==> config.mk <==
export PLATFORM = sky130hd
export DESIGN_NAME = mem_master
export DESIGN_NICKNAME = d
export VERILOG_FILES = /design/src/rtl/mem_master_pkg.sv /design/src/rtl/mem_clr_addr_gen.sv /design/src/rtl/mem_master.sv
export SDC_FILE = /design/constraint.sdc
export NUM_CORES = 1
export LEC_CHECK = 0
export ABC_CLOCK_PERIOD_IN_PS = 11500
export CORE_ASPECT_RATIO = 1.2
export CORE_MARGIN = 1.5
export CORE_UTILIZATION = 35
export CTS_CLUSTER_DIAMETER = 120
export CTS_CLUSTER_SIZE = 30
export DETAILED_ROUTE_END_ITERATION = 8
export PLACE_DENSITY = 0.68
export SLEW_MARGIN = 30
export SYNTH_ARGS = -nofsm -noshare
export SYNTH_HDL_FRONTEND = slang
export SYNTH_SLANG_ARGS = --single-unit
==> constraint.sdc <==
create_clock -name clk -period 11.5 [get_ports clk]
set_input_delay 2.3 -clock clk [delete_from_list [all_inputs] [get_ports clk]]
set_output_delay 2.3 -clock clk [all_outputs]
set_load 0.01 [all_outputs]
==> src/rtl/mem_master_pkg.sv <==
// Shared types and constants for the memory master: FSM states, request op codes, sizing.
package mem_master_pkg;

    localparam int MEM_DEPTH_DEF = 1024;
    localparam int ADDR_W        = 10;

    typedef enum logic [2:0] {
        ST_IDLE,
        ST_FETCH,
        ST_DATA,
        ST_CLEAR,
        ST_RESP
    } state_t;

    localparam logic [1:0] OP_FETCH = 2'b00;
    localparam logic [1:0] OP_LOAD  = 2'b01;
    localparam logic [1:0] OP_STORE = 2'b10;
    localparam logic [1:0] OP_CLEAR = 2'b11;

endpackage

==> src/rtl/mem_clr_addr_gen.sv <==
// Wrap-around word address counter for range clears: loaded with base/len, steps once per clear cycle.
// remaining counts words still to clear; done is set when nothing is left.
module mem_clr_addr_gen #(
    parameter int MEM_DEPTH = 1024,
    parameter int ADDR_W    = 10
) (
    input  logic              clk,
    input  logic              reset,
    input  logic              load,
    input  logic [ADDR_W-1:0] base,
    input  logic [9:0]        len,
    input  logic              step,
    output logic [ADDR_W-1:0] addr,
    output logic [9:0]        remaining,
    output logic              done
);

    localparam logic [ADDR_W-1:0] LAST_ADDR = ADDR_W'(MEM_DEPTH - 1);

    always_ff @(posedge clk or posedge reset) begin
        if (reset) begin
            addr      <= '0;
            remaining <= '0;
        end else if (load) begin
            addr      <= base;
            remaining <= len;
        end else if (step && (remaining != 10'd0)) begin
            addr      <= (addr == LAST_ADDR) ? '0 : addr + 1'b1;
            remaining <= remaining - 10'd1;
        end
    end

    assign done = (remaining == 10'd0);

endmodule

==> src/rtl/mem_master.sv <==
// Sequences one CPU request into an instruction fetch plus optional load, store or range clear.
// Out-of-range addresses flag rsp_err and suppress the access but keep the normal latency.
module mem_master
    import mem_master_pkg::*;
#(
    parameter int MEM_DEPTH = MEM_DEPTH_DEF
) (
    input  logic        clk,
    input  logic        reset,
    input  logic        req_valid,
    output logic        req_ready,
    input  logic [1:0]  req_op,
    input  logic [31:0] req_pc,
    input  logic [31:0] req_addr,
    input  logic [31:0] req_wdata,
    input  logic [9:0]  req_len,
    output logic        rsp_valid,
    output logic [31:0] rsp_instr,
    output logic [31:0] rsp_rdata,
    output logic        rsp_err,
    output logic [31:0] Read_PC,
    output logic [31:0] R_W_Addr,
    output logic [31:0] DataWrite,
    output logic        Op2En,
    output logic        Op2RW,
    output logic        M_Clear,
    input  logic [31:0] Instruction,
    input  logic [31:0] DataRead
);

    localparam logic [31:0] DEPTH32 = 32'(MEM_DEPTH);

    state_t      state, state_nxt;
    logic [1:0]  op;
    logic [31:0] pc, addr, wdata;
    logic        pc_bad, addr_bad;
    logic        accept, in_pc_bad, in_addr_bad;
    logic [ADDR_W-1:0] clr_addr;
    logic [9:0]  clr_remaining;
    logic        clr_done;

    assign accept      = req_valid && req_ready;
    assign in_pc_bad   = (req_pc >= DEPTH32);
    // A plain fetch never touches req_addr, so it cannot fault on it.
    assign in_addr_bad = (req_op != OP_FETCH) && (req_addr >= DEPTH32);

    mem_clr_addr_gen #(
        .MEM_DEPTH (MEM_DEPTH),
        .ADDR_W    (ADDR_W)
    ) u_clr_gen (
        .clk       (clk),
        .reset     (reset),
        .load      (accept),
        .base      (req_addr[ADDR_W-1:0]),
        .len       (req_len),
        .step      (state == ST_CLEAR),
        .addr      (clr_addr),
        .remaining (clr_remaining),
        .done      (clr_done)
    );

    always_ff @(posedge clk or posedge reset) begin
        if (reset) begin
            state     <= ST_IDLE;
            op        <= OP_FETCH;
            pc        <= '0;
            addr      <= '0;
            wdata     <= '0;
            pc_bad    <= 1'b0;
            addr_bad  <= 1'b0;
            rsp_instr <= '0;
            rsp_rdata <= '0;
            rsp_err   <= 1'b0;
        end else begin
            state <= state_nxt;
            if (accept) begin
                op        <= req_op;
                pc        <= req_pc;
                addr      <= req_addr;
                wdata     <= req_wdata;
                pc_bad    <= in_pc_bad;
                addr_bad  <= in_addr_bad;
                rsp_instr <= '0;
                rsp_rdata <= '0;
                rsp_err   <= in_pc_bad || in_addr_bad;
            end
            if (state == ST_FETCH) begin
                rsp_instr <= pc_bad ? '0 : Instruction;
            end
            if ((state == ST_DATA) && (op == OP_LOAD) && !addr_bad) begin
                rsp_rdata <= DataRead;
            end
        end
    end

    always_comb begin
        state_nxt = state;
        req_ready = 1'b0;
        rsp_valid = 1'b0;
        Read_PC   = '0;
        R_W_Addr  = '0;
        DataWrite = '0;
        Op2En     = 1'b0;
        Op2RW     = 1'b0;
        M_Clear   = 1'b0;
        case (state)
            ST_IDLE: begin
                req_ready = 1'b1;
                if (req_valid) state_nxt = ST_FETCH;
            end
            ST_FETCH: begin
                Read_PC = pc_bad ? '0 : pc;
                if ((op == OP_LOAD) || (op == OP_STORE))     state_nxt = ST_DATA;
                else if ((op == OP_CLEAR) && !clr_done)      state_nxt = ST_CLEAR;
                else                                         state_nxt = ST_RESP;
            end
            ST_DATA: begin
                Op2En     = !addr_bad;
                Op2RW     = (op == OP_STORE);
                R_W_Addr  = addr;
                DataWrite = wdata;
                state_nxt = ST_RESP;
            end
            ST_CLEAR: begin
                M_Clear  = !addr_bad;
                R_W_Addr = 32'(clr_addr);
                // Leave on the cycle that clears the final word.
                if (clr_remaining <= 10'd1) state_nxt = ST_RESP;
            end
            ST_RESP: begin
                rsp_valid = 1'b1;
                state_nxt = ST_IDLE;
            end
            default: state_nxt = ST_IDLE;
        endcase
    end

endmodule

; ---- Yosys cells after proc, flatten, opt, wreduce, memory -nomap -nowiden
; Index checks and enable logic that the tools add are counted.
[word_totals]
reg_bits = 188
latchBits = 0
mem_bits_rw = 0
rom_bits = 0
word_cells = 68
memories = 0
[op_classes]
add_sub_neg = 2
multipliers = 0
div_mod_pow = 0
magnitude_cmp = 3
eq_ne = 10
n_shift = 0
muxes = 23
bitwise = 0
reduce_logical = 18
[op_table]
columns = cell, count
row1 = $mux 32, 7
row2 = $ge 32x11->1 const B, 2
row3 = $pmux 32 s2, 1
row4 = $mux 10, 5
row5 = $mux 3, 4
row6 = $pmux 3 s4, 1
row7 = $add 10x1->10 const B, 1
row8 = $eq 10x10->1 const B, 1
row9 = $le 10x1->1 const B, 1
row10 = $logic_not 10->1, 1
row11 = $reduce_bool 10->1, 1
row12 = $sub 10x1->10 const B, 1
row13 = $reduce_bool 2->1, 4
row14 = $eq 3x2->1 const B, 2
row15 = $logic_and 1x1->1, 6
row16 = $mux 1, 5
row17 = $eq 2x2->1 const B, 2
row18 = $ne 2x2->1 const B, 2
row19 = $eq 3x1->1 const B, 1
row20 = $eq 3x3->1 const B, 1
row21 = $logic_not 3->1, 1
row22 = $eq 2x1->1 const B, 1
row23 = $logic_not 1->1, 2
row24 = $logic_or 1x1->1, 2
row25 = $reduce_and 2->1, 1

; ---- Logic depth before layout (Yosys ltp)
[logic_depth]
word_depth = 6
depth_mapped = 8
ltp_nobuf = 7

; ---- Modules after synthesis
; From an unflattened synthesis, not the netlist that was laid out.
[hier_totals]
cells_unflattened = 941
area_unflattened_um2 = 8538.2
[modules_own_cells]
columns = mod, instances, cells_each, area_each_um2, seq_area_each_um2
row1 = mem_master, 1, 791, 7195.7, 4204.0
row2 = mem_clr_addr_gen, 1, 150, 1342.5, 500.5

; ---- Worst setup path before layout
; OpenSTA, ideal clock, no wires.
[synth_timing]
path_type = flip-flop to output port
from = register state[1]
to = output port Read_PC[0]
arrival_time_ps = 1398
required_ps = 9200
path_slack_ps = 7802
stages_incl_launch_ff = 6
cell_sequence = dfrtp_1 -> nor3b_2 -> nor2b_1 -> buf_2 -> buf_2 -> and2_1
[synth_between]
elab_chain_cells = 2
[synth_lines]
columns = element, line
row1 = from (decl), mem_master.sv:33  ; state_t state, state_nxt;
row2 = from (signal assigned), mem_master.sv:75  ; state <= state_nxt;
row3 = $eq 3x1->1, mem_master.sv:106  ; case (state)
row4 = $mux 32, mem_master.sv:106
row5 = to (decl), mem_master.sv:21  ; output logic [31:0] Read_PC,
; No other way between the ends.

; ---- Final worst setup path
[layout_timing]
from = register state[0]
to = output port Read_PC[2]
; Same word-level chain as after synthesis.

==> flow_summary.json <==
{
  "status": "finished clean",
  "cts_buffer_depth": 2,
  "setup_tns_ns": 0,
  "ys_types": 43,
  "crit_chain": "nor3b_2 -> nor2b_4 -> buf_4 -> and2_1 -> clkdlybuf4s50_1",
  "dp_hpwl_mm": 17.9,
  "htree_levels": 4,
  "multi_input_area_um2": 3410,
  "gr-total-overflow": 0,
  "grt_antenna_before_repair": 1,
  "vias": 7535,
  "gp_congestion": 0.816,
  "synth_area_per_cell_um2": 9.01,
  "max_slew_margin_pct": 42.3,
  "synth_most_common_cell": "nand2_1",
  "yosysWarningCount": 0,
  "hold_viol_final": 0,
  "dr.pass1.iters": 4,
  "place_inst": 1532,
  "post-cts-setup-buffers": 0,
  "fill_cells": 2202,
  "clk_pin_slew_ns": 0.07,
  "drt_iter0_drc": 310,
  "holdBufCountCts": 0,
  "cp.buffers_inverters": 2,
  "finalCritPeriodShare_pct": 44.3,
  "design.die.area_um2": 24800,
  "cellLeakagePower_nw": 5.83,
  "routed_wl_mm": 25.7,
  "yosysTopAreaCell": "dfrtp_1",
  "grt_use_total_pct": 20.6,
  "synthCells": 927,
  "slew_viol_final": 0,
  "drc": 0,
  "worstPathMaxFanout": 64,
  "placementRows": 61,
  "rsz0062_at_grt": "false",
  "p_comb_share_pct": 31.1,
  "power_density_nw_per_um2": 189,
  "io_pins": 341,
  "syn-num-nets": 1108,
  "clk_latency_ns": 0.44,
  "synth_edf_count": 0,
  "wl_per_cell_um": 16.5,
  "fp.dieW_um": 144,
  "critPathTopFamily": "buffers and inverters",
  "seq_power_share_pct": 43.6,
  "critPathCaptureType": "primary output",
  "synth_top_cell_area_share_pct": 56.3,
  "drv_cap": 0,
  "finalNonFillerCells": 1564,
  "synth_area_leaders": "dfrtp_1 (56%), nand2_1 (17%), and2_1 (6.7%)",
  "synthArstFlopShare_pct": 100,
  "grt_max_degree": 113,
  "final_antenna_net_count": 0,
  "final_nets": 1417,
  "pwr-share-clk_pct": 25.4,
  "grt_pass1_wl_mm": 39.5,
  "cts.sinks": 188,
  "initial_utilization_pct": 35.9,
  "max_freq_mhz": 196,
  "register_area_um2": 4700,
  "diodes": 0,
  "die_y_um": 172,
  "grt_pass1_vias": 7387,
  "synth_flop_cell": "dfrtp_1",
  "cts_tree": "yes",
  "synth-seq-cells": 188,
  "yosysSeqAreaShare_pct": 56.3,
  "arrival_ns": 2.80,
  "cp_slowest_cell": "clkdlybuf4s50_1",
  "min_period_ns": 5.10,
  "core_region_area_um2": 23300,
  "vdd_ir_drop_max_uv": 104,
  "slowest_delay_ns": 0.53,
  "area_delta_synth_final_pct": 50.8,
  "crit_path_start_kind": "register",
  "worstPathRequired_ns": 9.20,
  "viasPerCell": 4.82,
  "synthTopCellsByCount": "nand2_1 (382), dfrtp_1 (188), and2_1 (89)",
  "p_int_mw": 1.52,
  "syn_area_um2": 8360,
  "final_layout_size_suffix_gt1_share_pct": 4.24,
  "root_buffer": "clkbuf_16",
  "finalSetupViolCount": 0,
  "switchingPower_mw": 0.861,
  "cts_resized": 0,
  "cts_buffers": 17,
  "switching_share_pct": 36.1,
  "fin_skew_ns": 0.0122,
  "numPortBuffers": 340,
  "worst_pin_slew_ns": 0.865,
  "crit_type": "reg -> out",
  "hp-class": "reg -> reg"
}
## power groups by stage
stage	combinational [mW]	sequential (mW)	clock [mW]
after floorplan	0.456	1.01	0
after global placement	0.731	1.05	0
after detailed placement	0.750	1.05	0
after CTS	0.753	1.04	0.624
after global routing	0.836	1.07	0.644
final	0.740	1.04	0.605
## layout make-up
type | instances | area share [%]
Inverter | 6 | 0.238
Timing Repair Buffer | 346 | 27.4
Multi-Input combinational cell | 677 | 27.1
Sequential cell | 188 | 37.3
Tap cell | 315 | 3.13
Clock inverter | 15 | 1.41
Clock buffer | 17 | 3.38
## cells by family (layout without fill, tap and decap cells)
logic type	Yosys count	after routing	share of synthesized area [%]
AO/OA/AOI/OAI	86	86	7.64
AND/OR/NAND/NOR	578	578	31.2
flip-flops	188	188	56.3
adder cells (fa/ha/maj)	6	6	0.898
XOR/XNOR	7	7	0.734
buffers and inverters	62	384	3.20
## worst reg2reg max path, delay by kind of cell (launching register included)
kind | cells | cell delay (ns)
buffers and inverters | 1 | 0.70
AND/OR/NAND/NOR | 3 | 1.27
flip-flops | 1 | 0.47
AO/OA/AOI/OAI | 1 | 0.33
## worst paths after layout
| path | cells past startpoint | slack (ns) | end | from |
|---|---|---|---|---|
| max in group asynchronous | 3 | 7.84 | rsp_rdata[18]$_DFFE_PP0P_ | reset |
| setup reg to reg | 5 | 8.61 | u_clr_gen.addr[0]$_DFFE_PP0P_ | state[0]$_DFFE_PP0P_ |
| hold reg to reg | 2 | 0.47 | pc[18]$_DFFE_PP0P_ | pc[18]$_DFFE_PP0P_ |
| min in group asynchronous | 2 | 2.37 | pc[28]$_DFFE_PP0P_ | reset |
| hold / removal | 2 | 0.47 | pc[18]$_DFFE_PP0P_ | pc[18]$_DFFE_PP0P_ |
| setup / recovery | 5 | 6.40 | Read_PC[2] | state[0]$_DFFE_PP0P_ |
## state kept, by name, summed over array words and instances (netlist names)
register and count:
addr 32, pc 32, rsp_instr 32, rsp_rdata 32
wdata 32, u_clr_gen.addr 10, u_clr_gen.remaining 10, state 3
op 2, addr_bad 1, pc_bad 1, rsp_err 1
## per-layer routing
metal	GRT usage (%)	wire (µm)	up-vias
met3	5.70	1930	40
li1	-	-	3638
met4	7.10	605	2
met1	25.5	10600	3590
met5	0	13	-
met2	34.4	12600	265
## cells in the final DEF (no fill, tap or decap), types with 3 or more instances in the layout
| cell type | n |
|---|---|
| a21o_1 | 3 |
| a21oi_1 | 6 |
| a22o_1 | 41 |
| a31oi_1 | 6 |
| and2_1 | 87 |
| buf_4 | 4 |
| clkbuf_16 | 17 |
| clkdlybuf4s50_1 | 340 |
| clkinv_8 | 3 |
| dfrtp_1 | 188 |
| ha_1 | 6 |
| inv_1 | 5 |
| inv_6 | 5 |
| inv_8 | 4 |
| nand2_1 | 380 |
| nand3_1 | 40 |
| nand4_1 | 5 |
| nor2_1 | 20 |
| nor3_1 | 6 |
| nor3_2 | 3 |
| nor4_1 | 13 |
| o21ai_0 | 9 |
| o21ai_1 | 12 |
| or3_1 | 4 |
| xor2_1 | 5 |
## through the flow
| stage | worst slack, ns | total power [mW] | utilization, % | area (µm²) | hold WS [ns] |
|---|---|---|---|---|---|
| finish | 6.40 | 2.38 | 54.1 | 12600 | 0.469 |
| global route | 6.17 | 2.55 | 54.1 | 12600 | 0.477 |
| CTS | 6.34 | 2.42 | 54.1 | 12600 | 0.472 |
| detailed placement | 6.61 | 1.80 | 51.5 | 12000 | 0.454 |
| global placement | 6.67 | 1.78 | 51.5 | 12000 | 0.448 |
| floorplan | 4.09 | 1.47 | - | 8360 | 0.437 |
No activity file was read; power rests on OpenSTA's default activity.
